<file path="src/rtl/memtrace_pkg.sv">
// Shared types and constants for the memory-trace issue scheduler.
package memtrace_pkg;

  localparam int DATA_WIDTH_DEFAULT = 64;

  typedef enum logic [1:0] {
    ST_IDLE  = 2'd0,
    ST_ISSUE = 2'd1,
    ST_DRAIN = 2'd2,
    ST_DONE  = 2'd3
  } state_e;

  // A single-lane configuration still needs a 1-bit tid port.
  function automatic int tid_width(input int n);
    return (n > 1) ? $clog2(n) : 1;
  endfunction

endpackage

</file>
<file path="src/rtl/memtrace_lane_picker.sv">
// Lowest-set-index selector over the pending lane mask.
module memtrace_lane_picker
  import memtrace_pkg::*;
#(
  parameter int NUM_THREADS = 4
) (
  input  logic [NUM_THREADS-1:0]            mask,
  output logic                              any,
  output logic [tid_width(NUM_THREADS)-1:0] idx
);

  localparam int TW = tid_width(NUM_THREADS);

  assign any = |mask;

  // Scan from the top so the lowest set bit is the one left standing.
  always_comb begin
    idx = '0;
    for (int i = NUM_THREADS - 1; i >= 0; i--) begin
      if (mask[i]) begin
        idx = TW'(i);
      end
    end
  end

endmodule

</file>
<file path="src/rtl/memtrace_issue_sched.sv">
// Takes per-lane trace vectors, issues one memory request per cycle
// (lowest lane first), bounds outstanding requests and drains at trace end.
//
//   state    | meaning
//   ---------+---------------------------------------------------------
//   ST_IDLE  | ready for a trace vector; trace_read_ready=1
//   ST_ISSUE | issuing the latched lanes, lowest index first
//   ST_DRAIN | trace finished, waiting for inflight to reach 0
//   ST_DONE  | terminal until reset; done=1
module memtrace_issue_sched
  import memtrace_pkg::*;
#(
  parameter int NUM_THREADS  = 4,
  parameter int DATA_WIDTH   = DATA_WIDTH_DEFAULT,
  parameter int MAX_INFLIGHT = 8
) (
  input  logic                              clock,
  input  logic                              reset,
  output logic                              trace_read_ready,
  input  logic [NUM_THREADS-1:0]            trace_read_valid,
  input  logic [DATA_WIDTH*NUM_THREADS-1:0] trace_read_address,
  input  logic                              trace_read_finished,
  output logic                              mem_req_valid,
  input  logic                              mem_req_ready,
  output logic [DATA_WIDTH-1:0]             mem_req_address,
  output logic [tid_width(NUM_THREADS)-1:0] mem_req_tid,
  input  logic                              mem_resp_valid,
  output logic                              done,
  output logic                              resp_underflow
);

  localparam int TW = tid_width(NUM_THREADS);
  localparam int IW = $clog2(MAX_INFLIGHT + 1);
  localparam logic [IW-1:0] INFL_MAX = IW'(MAX_INFLIGHT);

  state_e                            state_q, state_d;
  logic [NUM_THREADS-1:0]            pend_q, pend_d;
  logic [DATA_WIDTH*NUM_THREADS-1:0] addr_q;
  logic                              fin_q;
  logic [IW-1:0]                     infl_q, infl_d;
  logic                              uflow_q, uflow_d;

  logic                   pick_any;
  logic [TW-1:0]          pick_idx;
  logic [NUM_THREADS-1:0] pick_onehot;
  logic [NUM_THREADS-1:0] pend_left;
  logic                   capture;
  logic                   fire;

  memtrace_lane_picker #(
    .NUM_THREADS(NUM_THREADS)
  ) u_picker (
    .mask(pend_q),
    .any (pick_any),
    .idx (pick_idx)
  );

  always_comb begin
    pick_onehot           = '0;
    pick_onehot[pick_idx] = 1'b1;
  end

  assign pend_left = pend_q & ~pick_onehot;
  assign capture   = (state_q == ST_IDLE) && (|trace_read_valid);
  assign fire      = mem_req_valid && mem_req_ready;

  always_comb begin
    mem_req_address = '0;
    for (int i = 0; i < NUM_THREADS; i++) begin
      if (pick_idx == TW'(i)) begin
        mem_req_address = addr_q[i*DATA_WIDTH +: DATA_WIDTH];
      end
    end
  end

  assign mem_req_tid    = pick_idx;
  assign resp_underflow = uflow_q;

  always_ff @(posedge clock or posedge reset) begin
    if (reset) begin
      state_q <= ST_IDLE;
    end else begin
      state_q <= state_d;
    end
  end

  // DRAIN looks at the next-cycle count so a final response exits at once.
  always_comb begin
    state_d = state_q;
    case (state_q)
      ST_IDLE: begin
        if (|trace_read_valid) begin
          state_d = ST_ISSUE;
        end else if (trace_read_finished) begin
          state_d = ST_DRAIN;
        end
      end
      ST_ISSUE: begin
        if (fire && (pend_left == '0)) begin
          state_d = fin_q ? ST_DRAIN : ST_IDLE;
        end
      end
      ST_DRAIN: begin
        if (infl_d == '0) begin
          state_d = ST_DONE;
        end
      end
      ST_DONE:  state_d = ST_DONE;
      default:  state_d = ST_IDLE;
    endcase
  end

  always_comb begin
    trace_read_ready = (state_q == ST_IDLE);
    done             = (state_q == ST_DONE);
    mem_req_valid    = (state_q == ST_ISSUE) && pick_any && (infl_q < INFL_MAX);
  end

  always_comb begin
    pend_d = pend_q;
    if (capture) begin
      pend_d = trace_read_valid;
    end else if (fire) begin
      pend_d = pend_left;
    end
  end

  // Fire and response together cancel out, even at a count of zero.
  always_comb begin
    infl_d  = infl_q;
    uflow_d = uflow_q;
    if (fire && !mem_resp_valid) begin
      infl_d = infl_q + IW'(1);
    end else if (!fire && mem_resp_valid) begin
      if (infl_q == '0) begin
        uflow_d = 1'b1;
      end else begin
        infl_d = infl_q - IW'(1);
      end
    end
  end

  always_ff @(posedge clock or posedge reset) begin
    if (reset) begin
      pend_q  <= '0;
      addr_q  <= '0;
      fin_q   <= 1'b0;
      infl_q  <= '0;
      uflow_q <= 1'b0;
    end else begin
      pend_q  <= pend_d;
      infl_q  <= infl_d;
      uflow_q <= uflow_d;
      if (capture) begin
        addr_q <= trace_read_address;
        fin_q  <= trace_read_finished;
      end
    end
  end

endmodule

</file>
<file path="config.mk">
export PLATFORM = sky130hd
export DESIGN_NAME = memtrace_issue_sched
export DESIGN_NICKNAME = d
export VERILOG_FILES = /design/src/rtl/memtrace_pkg.sv /design/src/rtl/memtrace_lane_picker.sv /design/src/rtl/memtrace_issue_sched.sv
export SDC_FILE = /design/constraint.sdc
export NUM_CORES = 1
export LEC_CHECK = 0
export CORE_MARGIN = 10
export CORE_UTILIZATION = 52
export CTS_BUF_LIST = sky130_fd_sc_hd__clkbuf_8 sky130_fd_sc_hd__clkbuf_16
export DETAILED_ROUTE_END_ITERATION = 8
export GPL_ROUTABILITY_DRIVEN = 1
export PLACE_DENSITY = 0.85
export SKIP_LAST_GASP = 1
export SLEW_MARGIN = 15
export SYNTH_ARGS = -nofsm -noshare
export SYNTH_HDL_FRONTEND = slang
export SYNTH_SLANG_ARGS = --single-unit
</file>
<file path="constraint.sdc">
create_clock -name clock -period 22 [get_ports clock]
set_input_delay 5.5 -clock clock [delete_from_list [all_inputs] [get_ports clock]]
set_output_delay 5.5 -clock clock [all_outputs]
set_load 0.005 [all_outputs]
</file>
==> results.md, run 1 <==
- Status: complete, no violations
- WL final: 36.88 mm
- Clock-pin slew on the worst setup and hold paths: about 0.06 ns
- Clk sinks: 268
- Core Util, Final: 72.07%
- Yosys reg bits: between 200 and 300
- GRT Total Usage: between 20% and 30%
- CP Buf/Inv Count: 2
- Yosys warning count: 0
- CTS tree: done
- Vias in the first global route: 9,828
- Fin. max-slew vios: 0
- Sequential area share after synthesis: 54.63%
- Hold/Removal Path Class: flop to flop
- Syn_nets: 1,228
- Worst Tran Pin Value: 1.195 ns
- First drt pass iteration count: 5
- DIE HEIGHT: 173.7 um
- Total number of vias: 9,176
- Final Power: between 1 and 1.5 mW
- Ys async rst share: 100.0%
- Placer Congestion: 0.8284
- Vias per std cell: between 5 and 6
- CP Cell Sequence: inv_1 > a21oi_4 > nor2b_4 > nand2_1 > a31oi_1 > clkdlybuf4s50_1
- Clk_lat worst skew: 0.54 ns
- Reg2Reg Depth: 4
- Final Cycle Share: ~45%
- Starting DRT DRC Count: 696
- Syn_area_per_cell: 12.77 um2
- Max incr delay on CP: roughly 0.95 ns
- First-pass GRT wire length: 56.28 mm
- Slew margin rel.: roughly a fifth
- CP required: 16.50 ns
- Final TNS setup: 0 ns
- Die area: 0.03015 mm2
- Resized cells post-CTS: 0
- Die W: between 150 and 200 um
- Endpoints failing hold: 0
- Share of layout cells above drive strength 1: between 20% and 30%
- P per Cell Area: 64.97 mW/mm2
- Area leader, netlist: dfrtp_1
- Critical path arrival: 4.31 ns
- WL/cell: 22.89 um
- Total grt overflow: 0
- Crit-path leading delay family: buffers and inverters
- Top cells by area, synth: dfrtp_1, mux2_2, a22oi_1
- Layout Nets: 1,529
- CTS Root Cell: clkbuf_16
- CP Max Fanout: between 40 and 50
- Rows: 56
- # hold bufs at CTS: 0
- Effective utilization at floorplan: 52.62%
- Hold Path Cell Cnt: 1
- Initial antenna violation count: 9
- Synth unique cells: 45
- Clock skew: 0.01225 ns
- Final ANT Viol Nets: 0
- Startpoint types: flop
- Core Area: 0.02333 mm2
- Post-layout min period: 9.809 ns
- Worst VDD drop: 0.06026 mV
- Clock Tree Buf Depth: 3
- EDFF count, synth: 0
- Residual DRC: 0
- Area growth syn-to-layout: 36.97%
- CTS buffer count: 29
- Most frequent cells in the layout: clkdlybuf4s50_1, mux2_2, dfrtp_1
- WS Path Type: flop to primary output
- Input/output buffers: 334
- Ys flop type: dfrtp_1
- Post-CTS Setup Inserts: 0
- Stages on worst setup path: 6
- Worst Setup End Kind: primary output
- Max_cap viols: 0
- Top-Level Pins: 335
- Htree depth: 1
- Fmax: between 100 and 150 MHz
- Post-synthesis cell area: ~0.012 mm2
- Commonest non-fill, non-tap cell in the layout: clkdlybuf4s50_1
- Setup violators final: 0
- Hpwl dp: 24.94 mm
- Largest net degree at the start of global routing: 193
- Pleak: 7.920 nW
- Crit-path slowest cell: inv_1
- Synth top area share: 54.63%
- Synth Instances: ~960
- RSZ-0062 raised after global routing: false
worst reg2reg max path: cells and delay by family, from the launching register on:
kind            cells  cell delay, ns
flops               1            0.74
simple gates        2            0.80
compound gates      1            0.38
buf+inv             1            0.96
kinds of logic after synthesis:
family	after synthesis	synth area share, %
muxes	297	27.22
DFF	268	54.63
AOI/OAI and AO/OA	192	10.18
and+or+nand+nor	120	4.281
buffers and inverters	80	3.333
adders and majority gates	3	0.2853
xor gates and xnor gates	1	0.07135
sequential cells by signal, summed over array words and instances, names as in the netlist:
name	cells
pend_q	4
addr_q	256
resp_underflow	1
state_q	2
fin_q	1
infl_q	4
cell usage after synthesis (2+ instances only):
cell,count
nor3_1,3
o21ai_0,71
nand3_1,3
nor2b_1,3
buf_1,4
a21oi_1,4
buf_4,18
dfrtp_1,268
nand2_1,64
a31oi_1,27
buf_2,21
nor2_1,33
a31o_2,2
inv_1,9
clkbuf_1,26
mux2_2,295
nor4_1,2
ha_1,2
buf_6,2
o211ai_1,3
a22oi_1,76
mux2i_1,2
through the flow:
stage | setup slack [ns] | instance area, um2 | hold slack [ns] | cells
final | 12.19 | 16810 | 0.4991 | 1611
after global routing | 11.96 | 16810 | 0.5013 | 1611
after CTS | 11.80 | 16760 | 0.4898 | 1601
after detailed placement | 12.41 | 15770 | 0.4761 | 1549
after global placement | 12.31 | 15760 | 0.4823 | 1549
after floorplan | 9.118 | 12280 | 0.4663 | 961
per-layer routing:
| layer | global-route usage (%) | share of wire, % | wire length (um) | vias to the layer above |
|---|---|---|---|---|
| met5 | 0 | 0 | 0 | - |
| met4 | 9.049 | 3.0 | 1105 | 0 |
| met3 | 5.620 | 6.7 | 2463 | 63 |
| met2 | 39.83 | 51 | 18740 | 330 |
| met1 | 27.56 | 40 | 14570 | 4665 |
| li1 | - | - | - | 4118 |
worst paths after layout:
path	slack, ns	endpoint	start
max	12.19	mem_req_address[16]	pend_q[2]$_DFFE_PP0P_
min reg2reg	0.50	resp_underflow$_DFFE_PP0P_	resp_underflow$_DFFE_PP0P_
max in group asynchronous	15.12	addr_q[142]$_DFFE_PP0P_	reset
min in group asynchronous	5.54	addr_q[201]$_DFFE_PP0P_	reset
max reg2reg	19.01	pend_q[3]$_DFFE_PP0P_	pend_q[2]$_DFFE_PP0P_
min	0.50	resp_underflow$_DFFE_PP0P_	resp_underflow$_DFFE_PP0P_
report_power, final:
part           leakage, nW  internal, mW  switching [mW]  total, mW
registers             3.73         0.498         0.00750      0.505
clock network        0.520         0.304           0.193      0.498
logic                 3.67        0.0561          0.0334     0.0895
final cells by class:
class / count / area (um2)
Clock inverter: 10 / 91.34
Antenna cell: 9 / 22.52
Sequential cell: 268 / 6708
Multi-Input combinational cell: 613 / 5215
Fill cell: 1617 / 6518
Tap cell: 319 / 399.1
Timing Repair Buffer: 341 / 3433
Clock buffer: 42 / 904.6
Inverter: 9 / 41.29
Power figures use the tool's default switching activity.
==> run 2, diff against run 1 <==
--- a/config.mk
+++ b/config.mk
@@ -6,11 +6,11 @@
 export NUM_CORES = 1
 export LEC_CHECK = 0
 export CORE_MARGIN = 10
-export CORE_UTILIZATION = 52
+export CORE_UTILIZATION = 44
 export CTS_BUF_LIST = sky130_fd_sc_hd__clkbuf_8 sky130_fd_sc_hd__clkbuf_16
 export DETAILED_ROUTE_END_ITERATION = 8
 export GPL_ROUTABILITY_DRIVEN = 1
-export PLACE_DENSITY = 0.85
+export PLACE_DENSITY = 0.77
 export SKIP_LAST_GASP = 1
 export SLEW_MARGIN = 15
 export SYNTH_ARGS = -nofsm -noshare
==> constraint.sdc (replaced) <==
create_clock -name clock -period 8.15 [get_ports clock]
set_input_delay 2.0375 -clock clock [delete_from_list [all_inputs] [get_ports clock]]
set_output_delay 2.0375 -clock clock [all_outputs]
set_load 0.005 [all_outputs]
==> run 2 against run 1 <==
  * Count of clock-buffer cells in the layout fell by 7
  * Via count down 1.0%
  * Non-clock buffer count rose by 6
  * Combinational power rose to 2.7 times the previous value
  * Design area is 0.39% higher
  * Highest routed layer unchanged
  * Cell count increased by 3.9%
  * Critical path type unchanged
  * Critical path depth rose by 2
==> results.md, run 2 (same netlist as run 1, synthesis figures left out) <==
- Most flop-heavy register: addr_q (unchanged)
- Pleak: 7.916 nW (was 7.920 nW)
- Initial antenna violation count: 6 (was 9)
- Residual DRC: 0 (unchanged)
- Largest net degree at the start of global routing: 146 (was 193)
- Fin. max-slew vios: 0 (unchanged)
- CTS Root Cell: clkbuf_16 (unchanged)
- RSZ-0062 raised after global routing: false (unchanged)
- Starting DRT DRC Count: 479 (was 696)
- Max_cap viols: 0 (unchanged)
- Top-Level Pins: 335 (unchanged)
- Hold/Removal Path Class: flop to flop (unchanged)
- First drt pass iteration count: 5 (unchanged)
- Startpoint types: flop (unchanged)
- Comb pwr share: 8.2% (about the same)
- Final Cycle Share: 78.56%
- DIE HEIGHT: 187.0 um (was 173.7 um)
- Layout Nets: 1,535 (was 1,529)
- Int Power: 2.289 mW (was 858.2 uW)
- Seq pwr share: 46.4% (was 46.2%)
- Vias per std cell: 5.426 (was 5.696)
- Core Util, Final: 61.10% (was 72.07%)
- Htree depth: 1 (unchanged)
- Clock skew: 0.01775 ns (was 0.01225 ns)
- Clock Tree Buf Depth: 3 (unchanged)
- Commonest non-fill, non-tap cell in the layout: clkdlybuf4s50_1 (unchanged)
- Worst hold slack: 0.4992 ns (was 0.4991 ns)
- Most frequent cells in the layout: clkdlybuf4s50_1, mux2_2, dfrtp_1 (unchanged)
- # hold bufs at CTS: 0 (unchanged)
- Clock Power Share: 45.4% (was 45.6%)
- Rows: 61 (was 56)
- Worst Tran Pin Value: 1.143 ns (was 1.195 ns)
- WS Path Type: flop to primary output (unchanged)
- Core Area: 0.02763 mm2 (was 0.02333 mm2)
- Share of layout cells above drive strength 1: 29.07% (was 28.60%)
- P per Cell Area: 174.1 mW/mm2 (was 64.97 mW/mm2)
- DR top layer: met4 (unchanged)
- Die W: 187.0 um (was 173.7 um)
- Net switching fraction of the power: 22.12% (was 21.44%)
- First-pass GRT wire length: 58.26 mm (was 56.28 mm)
- Final ANT Viol Nets: 0 (unchanged)
- Clock-pin slew on the worst setup and hold paths: 0.06 ns (about the same)
- CTS buffer count: 29 (unchanged)
- Clk sinks: 268 (unchanged)
- Post-CTS Setup Inserts: 0 (unchanged)
- Sw Pwr: 650.2 uW (was 234.2 uW)
- Setup violators final: 0 (unchanged)
- M1 WL: 15.40 mm (was 14.57 mm)
- Effective utilization at floorplan: 44.43% (was 52.62%)
- Hold path start: addr_q[116]$_DFFE_PP0P_ (was resp_underflow$_DFFE_PP0P_)
- CP Max Fanout: 44 (unchanged)
- WL/cell: 22.34 um (was 22.89 um)
- Area growth syn-to-layout: 37.49% (was 36.97%)
- Slew margin rel.: 23.63% (was 20.36%)
- Die area: 0.03498 mm2 (was 0.03015 mm2)
- Fmax: 156.2 MHz
- Resized cells post-CTS: 0 (unchanged)
- Post-layout min period: roughly 6.4 ns
- RR Startpoint: pend_q[2]$_DFFE_PP0P_ (unchanged)
- Max FFs per register: 256 (unchanged)
- Final TNS setup: 0 ns (unchanged)
- Input/output buffers: 334 (unchanged)
- Endpoints failing hold: 0 (unchanged)
- Worst VDD drop: 0.1286 mV (was 0.06026 mV)
- Met2 WL: 18.23 mm (was 18.74 mm)
- WL final: 37.40 mm (was 36.88 mm)
- Hpwl dp: 25.69 mm (was 24.94 mm)
- Setup crit start: pend_q[2]$_DFFE_PP0P_ (unchanged)
- Placer Congestion: 0.8629 (was 0.8284)
- Clk_lat worst skew: 0.56 ns (was 0.54 ns)
- Critical path arrival: 4.37 ns (was 4.31 ns)
- GRT Total Usage: 20.82% (was 23.20%)
- CP required: 6.11 ns (was 16.50 ns)
- CTS tree: done (unchanged)
- Worst Setup End Kind: primary output (unchanged)
- Status: complete, no violations (unchanged)
- DR WL met3: 2.390 mm (was 2.463 mm)
- Total number of vias: 9,083 (was 9,176)
- Total grt overflow: 0 (unchanged)
- Top flop regs: addr_q: 256 flops, infl_q: 4 flops, pend_q: 4 flops (unchanged)
- Vias in the first global route: 9,807 (was 9,828)
==> run 2: cell types whose count changed in the layout (fill, tap and decap cells not counted), moves of 2 or more <==
cell	before	now
clkinvlp_4	0	2
clkbuf_8	13	6
inv_1	14	12
clkinv_2	1	8
diode_2	9	6
buf_4	4	11
==> run 2: critical path, cell delays in order (launching register included) <==
cell	delay (ns)
dfrtp_2	0.99
inv_1	0.55
buf_4	0.37
a21oi_4	0.64
nor2b_2	0.23
buf_4	0.29
nand2_1	0.10
a31oi_1	0.14
clkdlybuf4s50_1	0.48
==> run 2: metal layers <==
metal | vias up | GRT usage, %
met2 | 317 | 34.27
met4 | 0 | 8.840
li1 | 4126 | -
met3 | 71 | 5.425
met5 | - | 0
met1 | 4569 | 25.40
==> run 2: metrics by stage <==
step	power, mW	setup WS [ns]	instances	area (um2)
floorplan	1.469	2.573	961	12280
global placement	1.623	1.938	1615	15880
detailed placement	1.628	2.275	1615	15890
CTS	2.972	1.701	1668	16860
global route	3.050	1.463	1674	16880
finish	2.939	1.747	1674	16880
==> run 2: final timing paths <==
path | to | slack (ns) | depth (start not counted)
worst min register to register | addr_q[116]$_DFFE_PP0P_ | 0.50 | 1
max in group asynchronous | addr_q[114]$_DFFE_PP0P_ | 4.80 | 3
min in group asynchronous | addr_q[209]$_DFFE_PP0P_ | 1.98 | 2
worst max-delay path | mem_req_address[0] | 1.75 | 8
worst min-delay path | addr_q[116]$_DFFE_PP0P_ | 0.50 | 1
worst max register to register | pend_q[3]$_DFFE_PP0P_ | 4.96 | 5
==> run 2: power by group through the flow <==
stage               Clock, mW  Combinational (mW)  Sequential (mW)
CTS                      1.37               0.243             1.36
global route             1.42               0.263             1.37
global placement            0               0.237             1.39
finish                   1.33               0.240             1.36
detailed placement          0               0.240             1.39
floorplan                   0              0.0892             1.38
==> run 2: final cells by class <==
cell class,instances,area [um2]
Multi-Input combinational cell,613,5207
Clock buffer,35,808.3
Antenna cell,6,15.01
Clock inverter,18,165.2
Fill cell,2237,10750
Inverter,9,37.54
Tap cell,378,473.0
Timing Repair Buffer,347,3466
Sequential cell,268,6708
==> run 3, diff against run 2 <==
--- a/config.mk
+++ b/config.mk
@@ -6,11 +6,11 @@
 export NUM_CORES = 1
 export LEC_CHECK = 0
 export CORE_MARGIN = 10
-export CORE_UTILIZATION = 44
+export CORE_UTILIZATION = 49
 export CTS_BUF_LIST = sky130_fd_sc_hd__clkbuf_8 sky130_fd_sc_hd__clkbuf_16
 export DETAILED_ROUTE_END_ITERATION = 8
 export GPL_ROUTABILITY_DRIVEN = 1
-export PLACE_DENSITY = 0.77
+export PLACE_DENSITY = 0.81
 export SKIP_LAST_GASP = 1
 export SLEW_MARGIN = 15
 export SYNTH_ARGS = -nofsm -noshare
==> constraint.sdc (replaced) <==
create_clock -name clock -period 6.4 [get_ports clock]
set_input_delay 1.6 -clock clock [delete_from_list [all_inputs] [get_ports clock]]
set_output_delay 1.6 -clock clock [all_outputs]
set_load 0.005 [all_outputs]
==> run 3 against run 2 <==
  * Power rose by 29%
  * Clock power rose by 32%
  * Clock skew rose by 0.014 ns
  * Critical path depth did not move
  * Sequential share of layout area barely moved
  * Combinational power rose by 27%
==> results.md, run 3 (same netlist as run 1, synthesis figures left out) <==
- Status: complete, no violations (unchanged)
- Pleak: 7.926 nW (was 7.916 nW)
- Met1 usage: 27.54% (was 25.40%)
- Setup violators final: 0 (unchanged)
- CP Max Fanout: 27 (was 44)
- WS Path Type: flop to primary output (unchanged)
- Max incr delay on CP: 0.66 ns (was 0.99 ns)
- Area growth syn-to-layout: 37.60% (was 37.49%)
- Rows: 57 (was 61)
- Finished layout cell area: 0.01689 mm2 (was 0.01688 mm2)
- Crit-path leading delay family: simple AND/OR/NAND/NOR gates (was buffers and inverters)
- Clock-pin slew on the worst setup and hold paths: 0.06 ns (about the same)
- Most used cell along the critical path: buf_4 (unchanged)
- Vias per std cell: 5.676 (was 5.426)
- Slew margin rel.: 42.56% (was 23.63%)
- Hold/Removal Path Class: flop to flop (unchanged)
- FILL cells: 1,762 (was 2,237)
- Final ANT Viol Nets: 0 (unchanged)
- Most frequent cells in the layout: clkdlybuf4s50_1, mux2_2, dfrtp_1 (unchanged)
- Share of layout cells above drive strength 1: 29.28% (was 29.07%)
- Clock skew: 0.03158 ns (was 0.01775 ns)
- Dpl ws: 1.646 ns (was 2.275 ns)
- First-pass GRT wire length: 57.27 mm (was 58.26 mm)
- Final WS setup: 1.115 ns (was 1.747 ns)
- WL/cell: 23.15 um (was 22.34 um)
- P per Cell Area: 224.6 mW/mm2 (was 174.1 mW/mm2)
- CTS buffer count: 29 (unchanged)
- Worst Setup End Kind: primary output (unchanged)
- Post-CTS Setup Inserts: 0 (unchanged)
- Total grt overflow: 0 (unchanged)
- Final TNS setup: 0 ns (unchanged)
- Vias in the first global route: 9,966 (was 9,807)
- Grt met3 use: 6.321% (was 5.425%)
- CP required: 4.80 ns (was 6.11 ns)
- Endpoints failing hold: 0 (unchanged)
- Fin. max-slew vios: 0 (unchanged)
- First drt pass iteration count: 4 (was 5)
- Startpoint types: flop (unchanged)
- Residual DRC: 0 (unchanged)
- Total number of vias: 9,223 (was 9,083)
- GRT Total Usage: 23.10% (was 20.82%)
- CTS Root Cell: clkbuf_16 (unchanged)
- Most flop-heavy register: addr_q (unchanged)
- Die area: 0.03179 mm2 (was 0.03498 mm2)
- Starting DRT DRC Count: 596 (was 479)
- Commonest non-fill, non-tap cell in the layout: clkdlybuf4s50_1 (unchanged)
- CP Buf/Inv Count: 3 (was 4)
- Post-layout min period: 5.285 ns
- CP Cell Sequence: or2_2 > a21oi_2 > buf_4 > nor2b_2 > buf_4 > nand2_1 > a31oi_1 > clkdlybuf4s50_1 (was inv_1 > buf_4 > a21oi_4 > nor2b_2 > buf_4 > nand2_1 > a31oi_1 > clkdlybuf4s50_1)
- Dpl cell area: 0.01586 mm2 (was 0.01589 mm2)
- # hold bufs at CTS: 0 (unchanged)
- Fmax: 189.2 MHz
- Worst VDD drop: 0.1932 mV (was 0.1286 mV)
- Core Area: 0.02446 mm2 (was 0.02763 mm2)
- Worst Tran Pin Value: 0.8577 ns (was 1.143 ns)
- Clk sinks: 268 (unchanged)
- CTS tree: done (unchanged)
- Max_cap viols: 0 (unchanged)
- Final Cycle Share: 82.57%
- Critical path arrival: 3.68 ns (was 4.37 ns)
- Max FFs per register: 256 (unchanged)
- Clock Tree Buf Depth: 3 (unchanged)
- Die W: 178.3 um (was 187.0 um)
- DIE HEIGHT: 178.3 um (was 187.0 um)
- Gr busiest metal: met2 (unchanged)
- Crit-path slowest cell: nor2b_2 (was dfrtp_2)
- Input/output buffers: 334 (unchanged)
- WL final: 37.63 mm (was 37.40 mm)
- Resized cells post-CTS: 0 (unchanged)
- Initial antenna violation count: 6 (unchanged)
- RSZ-0062 raised after global routing: false (unchanged)
- Htree depth: 1 (unchanged)
- Layout Nets: 1,537 (was 1,535)
- Top-Level Pins: 335 (unchanged)
- Hpwl dp: 26.03 mm (was 25.69 mm)
- Placer Congestion: 0.8558 (was 0.8629)
- Top flop regs: addr_q: 256 flops, infl_q: 4 flops, pend_q: 4 flops (unchanged)
- Effective utilization at floorplan: 50.19% (was 44.43%)
- Clk_lat worst skew: 0.56 ns (about the same)
- Met2 Use GR: 38.58% (was 34.27%)
- Largest net degree at the start of global routing: 139 (was 146)
[run 3: cell types whose count changed in the layout (fill, tap and decap cells not counted)]
cell        before  now
diode_2          6   10
clkinv_2         8    3
bufinv_16        3    4
clkinv_4         0    2
clkinvlp_4       2    5
buf_12           2    4
a21oi_2          0    1
a21oi_4          1    0
inv_1           12   10
[run 3: power breakdown]
group / switching (mW) / internal [mW]
sequential: 0.0252 / 1.71
clock: 0.697 / 1.06
combinational: 0.111 / 0.194
[run 3: per-stage QoR]
step                utilization, %  hold slack, ns  cells  total power, mW
finish                       69.06          0.4776   1625            3.793
global route                 69.01          0.4988   1621            3.923
CTS                          68.95          0.4833   1615            3.823
detailed placement           64.82          0.4705   1563            2.071
global placement             64.82          0.4593   1563            2.064
floorplan                        -          0.4663    961            1.870
[run 3: final timing paths]
| kind | from | end | slack (ns) | cells past startpoint |
|---|---|---|---|---|
| max in group asynchronous | reset | addr_q[58]$_DFFE_PP0P_ | 4.13 | 3 |
| setup reg to reg | pend_q[1]$_DFFE_PP0P_ | pend_q[3]$_DFFE_PP0P_ | 3.82 | 6 |
| hold / removal | resp_underflow$_DFFE_PP0P_ | resp_underflow$_DFFE_PP0P_ | 0.48 | 1 |
| setup / recovery | pend_q[1]$_DFFE_PP0P_ | mem_req_address[58] | 1.12 | 8 |
| hold reg to reg | resp_underflow$_DFFE_PP0P_ | resp_underflow$_DFFE_PP0P_ | 0.48 | 1 |
| min in group asynchronous | reset | addr_q[202]$_DFFE_PP0P_ | 1.31 | 2 |
[run 3: area by class of cell]
type	instances	area, um2	area share (%)
Sequential cell	268	6708	39.71
Multi-Input combinational cell	613	5200	30.78
Timing Repair Buffer	349	3506	20.75
Clock buffer	35	808.3	4.785
Tap cell	324	405.4	2.400
Clock inverter	17	202.7	1.200
Inverter	9	37.54	0.2222
Antenna cell	10	25.02	0.1481
[run 3: metal layers]
layer  wire length (um)  part of all wire [%]  vias to the layer above
met4               1238                   3.3                        0
met3               2779                   7.4                       65
li1                   -                     -                     4127
met1              14960                    40                     4706
met2              18640                    50                      325
met5                  0                     0                        -
